$ cat src/rtl/serial_sub_pkg.sv
// Shared definitions for the bit-serial subtractor.
// State encodings and default operand width.
package serial_sub_pkg;

  localparam int unsigned SUB_WIDTH_DEF = 4;

  localparam logic [1:0] ST_IDLE  = 2'd0;
  localparam logic [1:0] ST_SHIFT = 2'd1;
  localparam logic [1:0] ST_DONE  = 2'd2;

  // Reference borrow of a 1-bit full subtractor.
  function automatic logic fs_borrow(
    input logic a,
    input logic b,
    input logic br
  );
    return (~a & b) | (~(a ^ b) & br);
  endfunction

endpackage

$ cat src/rtl/serial_sub_full_sub.sv
// Combinational 1-bit full subtractor.
// d = a - b - bin (mod 2), bout = borrow out.
module full_sub
  import serial_sub_pkg::*;
(
  input  logic a,
  input  logic b,
  input  logic bin,
  output logic d,
  output logic bout
);

  assign d    = a ^ b ^ bin;
  assign bout = fs_borrow(a, b, bin);

endmodule

$ cat src/rtl/serial_sub.sv
// Bit-serial subtractor, LSB first, one bit per clock.
// Diff = A - B - Bin, Bout = borrow out of the MSB.
module serial_sub
  import serial_sub_pkg::*;
#(
  parameter int unsigned WIDTH = SUB_WIDTH_DEF
) (
  input  logic             clk,
  input  logic             rst,
  input  logic             start,
  input  logic [WIDTH-1:0] A,
  input  logic [WIDTH-1:0] B,
  input  logic             Bin,
  output logic             ready,
  output logic [WIDTH-1:0] Diff,
  output logic             Bout,
  output logic             done
);

  localparam int unsigned CW = $clog2(WIDTH);
  localparam logic [CW-1:0] LAST = CW'(WIDTH - 1);

  logic [1:0]       state_q, state_d;
  logic [WIDTH-1:0] a_q, a_d;
  logic [WIDTH-1:0] b_q, b_d;
  logic [WIDTH-1:0] r_q, r_d;
  logic             br_q, br_d;
  logic [CW-1:0]    cnt_q, cnt_d;
  logic [WIDTH-1:0] diff_q, diff_d;
  logic             bout_q, bout_d;
  logic             ready_q, ready_d;
  logic             done_q, done_d;

  logic             fs_d;
  logic             fs_bout;

  // Current bit pair is always the LSB of the shifting operands.
  full_sub u_fs (
    .a    (a_q[0]),
    .b    (b_q[0]),
    .bin  (br_q),
    .d    (fs_d),
    .bout (fs_bout)
  );

  // Next-state logic: handshake, bit-serial datapath and result latch.
  always_comb begin
    state_d = state_q;
    a_d     = a_q;
    b_d     = b_q;
    r_d     = r_q;
    br_d    = br_q;
    cnt_d   = cnt_q;
    diff_d  = diff_q;
    bout_d  = bout_q;
    unique case (state_q)
      ST_IDLE, ST_DONE: begin
        if (start) begin
          a_d     = A;
          b_d     = B;
          br_d    = Bin;
          r_d     = '0;
          cnt_d   = '0;
          state_d = ST_SHIFT;
        end else begin
          state_d = ST_IDLE;
        end
      end
      ST_SHIFT: begin
        r_d   = {fs_d, r_q[WIDTH-1:1]};
        a_d   = {1'b0, a_q[WIDTH-1:1]};
        b_d   = {1'b0, b_q[WIDTH-1:1]};
        br_d  = fs_bout;
        cnt_d = cnt_q + CW'(1);
        if (cnt_q == LAST) begin
          diff_d  = {fs_d, r_q[WIDTH-1:1]};
          bout_d  = fs_bout;
          cnt_d   = '0;
          state_d = ST_DONE;
        end
      end
      default: begin
        state_d = ST_IDLE;
      end
    endcase
  end

  // Handshake outputs are registered from the next state.
  always_comb begin
    ready_d = (state_d != ST_SHIFT);
    done_d  = (state_d == ST_DONE);
  end

  // State and datapath registers with synchronous reset.
  always_ff @(posedge clk) begin
    if (rst) begin
      state_q <= ST_IDLE;
      a_q     <= '0;
      b_q     <= '0;
      r_q     <= '0;
      br_q    <= 1'b0;
      cnt_q   <= '0;
      diff_q  <= '0;
      bout_q  <= 1'b0;
      ready_q <= 1'b1;
      done_q  <= 1'b0;
    end else begin
      state_q <= state_d;
      a_q     <= a_d;
      b_q     <= b_d;
      r_q     <= r_d;
      br_q    <= br_d;
      cnt_q   <= cnt_d;
      diff_q  <= diff_d;
      bout_q  <= bout_d;
      ready_q <= ready_d;
      done_q  <= done_d;
    end
  end

  assign ready = ready_q;
  assign done  = done_q;
  assign Diff  = diff_q;
  assign Bout  = bout_q;

endmodule

$ cat config.mk
export PLATFORM = sky130hd
export DESIGN_NAME = serial_sub
export DESIGN_NICKNAME = d
export VERILOG_FILES = /design/src/rtl/serial_sub_pkg.sv /design/src/rtl/serial_sub_full_sub.sv /design/src/rtl/serial_sub.sv
export SDC_FILE = /design/constraint.sdc
export NUM_CORES = 1
export LEC_CHECK = 0
export ABC_AREA = 1
export BUFFER_PORTS_ARGS = -buffer_cell sky130_fd_sc_hd__clkbuf_2
export CAP_MARGIN = 40
export CORE_MARGIN = 2
export CORE_UTILIZATION = 41
export CTS_BUF_LIST = sky130_fd_sc_hd__clkbuf_4
export CTS_CLUSTER_DIAMETER = 60
export CTS_CLUSTER_SIZE = 30
export DETAILED_ROUTE_END_ITERATION = 8
export PLACE_DENSITY = 0.61
export REMOVE_ABC_BUFFERS = 1
export SETUP_SLACK_MARGIN = 0.5
export SLEW_MARGIN = 5
export SYNTH_ARGS = -nofsm -noshare
export SYNTH_HDL_FRONTEND = slang
export SYNTH_SLANG_ARGS = --single-unit
$ cat constraint.sdc
create_clock -name clk -period 1.1 [get_ports clk]
set_input_delay 0.055 -clock clk [delete_from_list [all_inputs] [get_ports clk]]
set_output_delay 0.055 -clock clk [all_outputs]
set_load 0.02 [all_outputs]
# Word level (Yosys, flattened, before mapping)
# Index checks and enable logic that the tools add are counted.
[word_totals]
ff_bits = 24
wordCells = 43
input_bits = 12
output_inout_bits = 7
[op_classes]
reduce_logical = 5
addsub = 1
bitwise = 7
n_eq_ne = 6
muxes = 14
[op_table]
columns = ["cell", "n"]
rows = [
  ["one-hot mux 4 bit (2 select lines)", 3],
  ["2-to-1 mux 4 bit", 3],
  ["one-hot mux 2 bit (2 select lines)", 2],
  ["equality test 2 bit, second input constant", 3],
  ["2-to-1 mux 2 bit", 3],
  ["AND reduction 2 bit", 2],
  ["adder 2 x 1 -> 2 bit, second input constant", 1],
  ["AND 1 bit", 2],
  ["equality test 2 x 1 -> 1 bit, second input constant", 1],
  ["zero test 2 bit", 1],
  ["2-to-1 mux 1 bit", 2],
  ["inequality test 2 x 1 -> 1 bit, second input constant", 1],
  ["inequality test 2 bit, second input constant", 1],
  ["NOT 1 bit", 2],
  ["one-hot mux 1 bit (2 select lines)", 1],
  ["nonzero test 2 bit", 1],
  ["OR reduction 2 bit", 1],
  ["XOR 1 bit", 2],
  ["OR 1 bit", 1],
]

# Longest topological paths before layout
[depth]
word_depth = 5
ltp_mapped = 7
mapped_depth_nobuf = 7

# Hierarchy
# A second synthesis with hierarchy kept.
[hier_totals]
hier_cells = 142
area_unflattened_um2 = 1034.7
[by_module_without_submodules]
columns = ["mod", "area_each_um2", "seq_area_each_um2", "instances", "cells_each"]
rows = [
  ["serial_sub", 1003.5, 460.4, 1, 138],
  ["full_sub", 31.3, 0.0, 1, 4],
]

# Worst setup path after synthesis
# No wires, ideal clock.
[synth_path]
kind = "register -> register"
startpoint = "reg b_q[0]"
endpoint = "reg r_q[3]"
required_time_ns = 1.034
t_arrival_ns = 1.061
path_slack_ns = -0.027
n_path_buf = 0
period_less_slack_ns = 1.127
stages_incl_launch_ff = 5
setup_time_ns = 0.066
path_cell_list = "dfxtp_1 inv_1 fa_1 nand2_2 a21oi_2"
[synth_between]
elab_chain_cells = 3
[synth_lines]
columns = ["element", "line", "source"]
rows = [
  ["from (decl)", "serial_sub.sv:25", "logic [WIDTH-1:0] b_q, b_d;"],
  ["from (signal assigned)", "serial_sub.sv:99", "b_q <= '0;"],
  ["from (signal assigned)", "serial_sub.sv:110", "b_q <= b_d;"],
  ["XOR 1 bit (2 in a row)", "serial_sub_full_sub.sv:13", "assign d = a ^ b ^ bin;"],
  ["net fs_d", "serial_sub.sv:34", "logic fs_d;"],
  ["one-hot mux 4 bit (2 select lines)", "serial_sub.sv:56", "unique case (state_q)"],
  ["to (signal assigned)", "serial_sub.sv:111", "r_q <= r_d;"],
  ["to (decl)", "serial_sub.sv:26", "logic [WIDTH-1:0] r_q, r_d;"],
]
# The timed path passes the listed nets, and every way through them passes these cells.
# A chain may end at the register's enable or synchronous reset.

# Final worst setup path
[layout_path]
startpoint = "reg br_q"
endpoint = "reg br_q"
[layout_between]
elab_chain_cells = 3
[layout_lines]
columns = ["element", "line", "source"]
rows = [
  ["from (decl)", "serial_sub.sv:27", "logic br_q, br_d;"],
  ["from (signal assigned)", "serial_sub.sv:112", "br_q <= br_d;"],
  ["AND 1 bit", "serial_sub_pkg.sv:17", "return (~a & b) | (~(a ^ b) & br);"],
  ["OR 1 bit", "serial_sub_pkg.sv:17", ""],
  ["one-hot mux 1 bit (2 select lines)", "serial_sub.sv:56", ""],
]
# Every way passes these cells.

==> results list <==
- Non-Filler Instances: 201
- Max-slew headroom: 64.4%
- Sequential area share after synthesis: 44.9%
* Placed cells: 181
- In this run the register-to-register setup slack is -0.08 ns.
* Outcome: complete, but fails checks
* First-pass detailed-route iteration total: 4
* Clock root buffer master: sky130_fd_sc_hd__clkbuf_4
* Min-Delay Path Class: in -> reg
- Of all cell types, the one taking the most synthesized area is sky130_fd_sc_hd__dfxtp_1.
* Synth Warn #: 0
* Commonest non-fill, non-tap cells in the layout: 13 x sky130_fd_sc_hd__nand2_1, 12 x sky130_fd_sc_hd__nand3_1
- Worst flop-to-flop path startpoint: br_q$_SDFFE_PP0P_
* Final period demand of the worst path: 1.18 ns
* Cells on Worst Hold Path: 3
- TritonCTS built the clock tree.
- Of the available clock period, the critical path in the final layout requires 107%.
- For this run, the post-layout net count is 186.
- Setup ws final: -0.0796 ns
- Die outline height: 54.0 um
- Final setup violation count: 4
- Worst Skew: 0.0151 ns
* Hold-fix buffers at CTS: 2
- Worst-case reg-to-reg path depth: 6
* Mean instance size in the synthesized netlist: 7.94 um^2
- In this run the most critical hold path is launched from A[0].
- Row generation in the floorplan step produced 18 rows.
- Number of antenna violations at the first check in global routing: 0
- Clock-pin slew was measured on the worst setup and hold paths at 0.14 ns.
- Share of final-layout standard cells stronger than drive strength 1: 62.6%
- Maximum number of pins on one net before global-route repair: 14
- Fraction of synthesized cell area taken by the top area cell type: 44.9%
- The final route contains 961 vias.
* Peak VDD IR: 826 uV
- Setup repair after global routing could not meet its margin everywhere.
* Global routing usage summed across all routing layers: 19.4%
- Number of global-route vias before repair: 932
- Synth top area cells: sky130_fd_sc_hd__dfxtp_1 45%, sky130_fd_sc_hd__nand3_1 12%, sky130_fd_sc_hd__nand2_1 7.0%
- In this run the remaining antenna-violating nets after routing total 0.
- Count of state elements after synthesis: 23
- Highest Clock Rate: 848 MHz
* TritonCTS Buffers: 3
- Wires add up to 2570 um.
- Initial Util: 42.1%
- Critical path capture point type: flop
- Number of placed I/O pins: 19
* Count of cell types in the netlist: 22
- Insertion delay of the later-clocked pin in the worst-skew pair: 0.32 ns
* Final max-slew violation count: 0
* Final-layout worst hold slack: -0.0329 ns
* Dpl hpwl: 1420 um
* Number of clock sinks: 23
- Summing every instance area after synthesis gives 1020 um^2.
- The final reports fail on negative hold slack, negative setup slack.
- The core region is 2430 um^2.
- H-tree Lvls: 1
* Critical setup path kind: reg -> reg
- Compared with the post-synthesis result, the final layout area differs by 66.7%.
- CP Data Required Time: 1.35 ns
- Counting along the longest clock path gives a buffer depth of 2.
* Remaining Overflow, GRT: 0
- Leaving out fill and tap cells, the most frequent cell in the layout is sky130_fd_sc_hd__nand2_1.
- DR DRC count: 0
- Wire length of the first global-routing pass: 4000 um
* Crit path max fanout: 2
* Kind of start point of the critical path: flop
- Antenna Cells: 0
- The tool flagged a number of max-cap violations equal to 0.
* Power per cell area: 1070 nW/um^2
* Gate count after technology mapping: 129
- Number of design-rule violations left by the first detailed-router iteration: 16
* Die Width: 54.0 um
* Routed wire per std cell: 12.8 um
- For hold timing, the worst endpoint is a_q[0]$_SDFFE_PP0P_.
* Fillers: 168
- Worst-Margin Slew: 0.534 ns
* Worst flop-to-flop path endpoint: br_q$_SDFFE_PP0P_
* Number of port buffers: 18
- Routability cong.: 0.755
* DIE AREA: 2920 um^2
- Using the TritonRoute via totals, the vias-per-cell ratio works out to 4.78.
- Data on the critical path arrives at its endpoint at 1.43 ns.
* Critical Path Source: br_q$_SDFFE_PP0P_
- The analysis attributes to cell leakage a power of 0.000787 uW.
- The number of hold-slack violations in the final timing report is 4.
[Yosys cell counts]
master,instances
sky130_fd_sc_hd__nand3_1,24
sky130_fd_sc_hd__dfxtp_1,23
sky130_fd_sc_hd__nand2_1,19
sky130_fd_sc_hd__inv_1,15
sky130_fd_sc_hd__nor2_1,12
sky130_fd_sc_hd__nand2_2,6
sky130_fd_sc_hd__nor3_1,6
sky130_fd_sc_hd__a21oi_2,4
sky130_fd_sc_hd__a21oi_1,3
sky130_fd_sc_hd__buf_4,2
sky130_fd_sc_hd__buf_6,2
sky130_fd_sc_hd__inv_2,2
sky130_fd_sc_hd__o21ai_1,2
sky130_fd_sc_hd__buf_12,1
sky130_fd_sc_hd__buf_2,1
sky130_fd_sc_hd__fa_1,1
sky130_fd_sc_hd__ha_1,1
sky130_fd_sc_hd__inv_6,1
sky130_fd_sc_hd__nand2_4,1
sky130_fd_sc_hd__nand3b_1,1
sky130_fd_sc_hd__nor2_2,1
sky130_fd_sc_hd__o21bai_1,1
[critical path, cell delays in order (launching register included)]
cell and delay [ns]:
sky130_fd_sc_hd__dfxtp_2 0.34, sky130_fd_sc_hd__inv_2 0.04, sky130_fd_sc_hd__fa_2 0.38, sky130_fd_sc_hd__nand3b_1 0.18, sky130_fd_sc_hd__nand2_1 0.07, sky130_fd_sc_hd__nor2_1 0.04, sky130_fd_sc_hd__nor2_1 0.08
[through the flow]
stage          area [um^2]  utilization, %  power (uW)  setup TNS, ns  worst slack [ns]
4_1_cts               1580            65.0        1790         -0.118           -0.0672
3_3_place_gp          1180            48.4        1210        -0.0949           -0.0493
2_1_floorplan          962               -        1090        -0.0535           -0.0304
5_1_grt               1710            70.2        1910         -0.549            -0.154
6_report              1710            70.2        1830         -0.163           -0.0796
3_5_place_dp          1180            48.4        1220         -0.213            -0.112
[cell type report]
class	instances	area [um^2]	area share (%)
multi-input cells	82	617	36.1
inverters	18	85.1	4.98
flip-flops and latches	23	478	28.0
repair inverters	1	11.3	0.659
clock inverters	1	5.00	0.293
clock buffers	3	22.5	1.32
well taps	30	37.5	2.20
repair buffers	43	452	26.4
[power breakdown]
| group | switching (uW) | internal, uW | total [uW] |
|---|---|---|---|
| sequential | 27.0 | 882 | 909 |
| clock | 271 | 136 | 407 |
| combinational | 258 | 254 | 512 |
[layer usage]
metal  track usage [%]  wire (um)  up-vias  part of all wire (%)
met5                 0          0        -                     0
met4              7.08         29        0                   1.1
met3              4.44         82        4                   3.2
met2              31.9       1300       15                    51
met1              24.6       1160      445                    45
li1                  -          -      497                     -
[worst max path at each step]
stage               cells past startpoint             endpoint  slack [ns]
finish                                  6    br_q$_SDFFE_PP0P_       -0.08
global route                            6    br_q$_SDFFE_PP0P_       -0.15
CTS                                     6    br_q$_SDFFE_PP0P_       -0.07
detailed placement                      6    br_q$_SDFFE_PP0P_       -0.11
global placement                        6    br_q$_SDFFE_PP0P_       -0.05
floorplan                               4  r_q[3]$_SDFFE_PP0P_       -0.03
[sequential cells by signal, indices dropped and copies added (netlist names)]
signal,cells
Diff,4
a_q,4
b_q,4
r_q,3
cnt_q,2
state_q,2
Bout,1
br_q,1
done,1
ready,1
[cells by family after synthesis]
kind of cell | after synthesis | synth area share (%)
fa+ha+maj | 2 | 3.17
compound gates | 10 | 6.59
buf+inv | 24 | 13.2
simple gates | 70 | 32.1
flops | 23 | 44.9
[repair_timing]
item / 4_1_cts / 5_1_grt
gates cloned: 2 / 0
setup buffers: 7 / 5
endpoints found under the hold margin: 8 / 2
gates resized for setup: 73 / 23
pin swaps: 20 / 11
endpoints found under the setup margin: 30 / 30
Power figures use the tool's default switching activity.
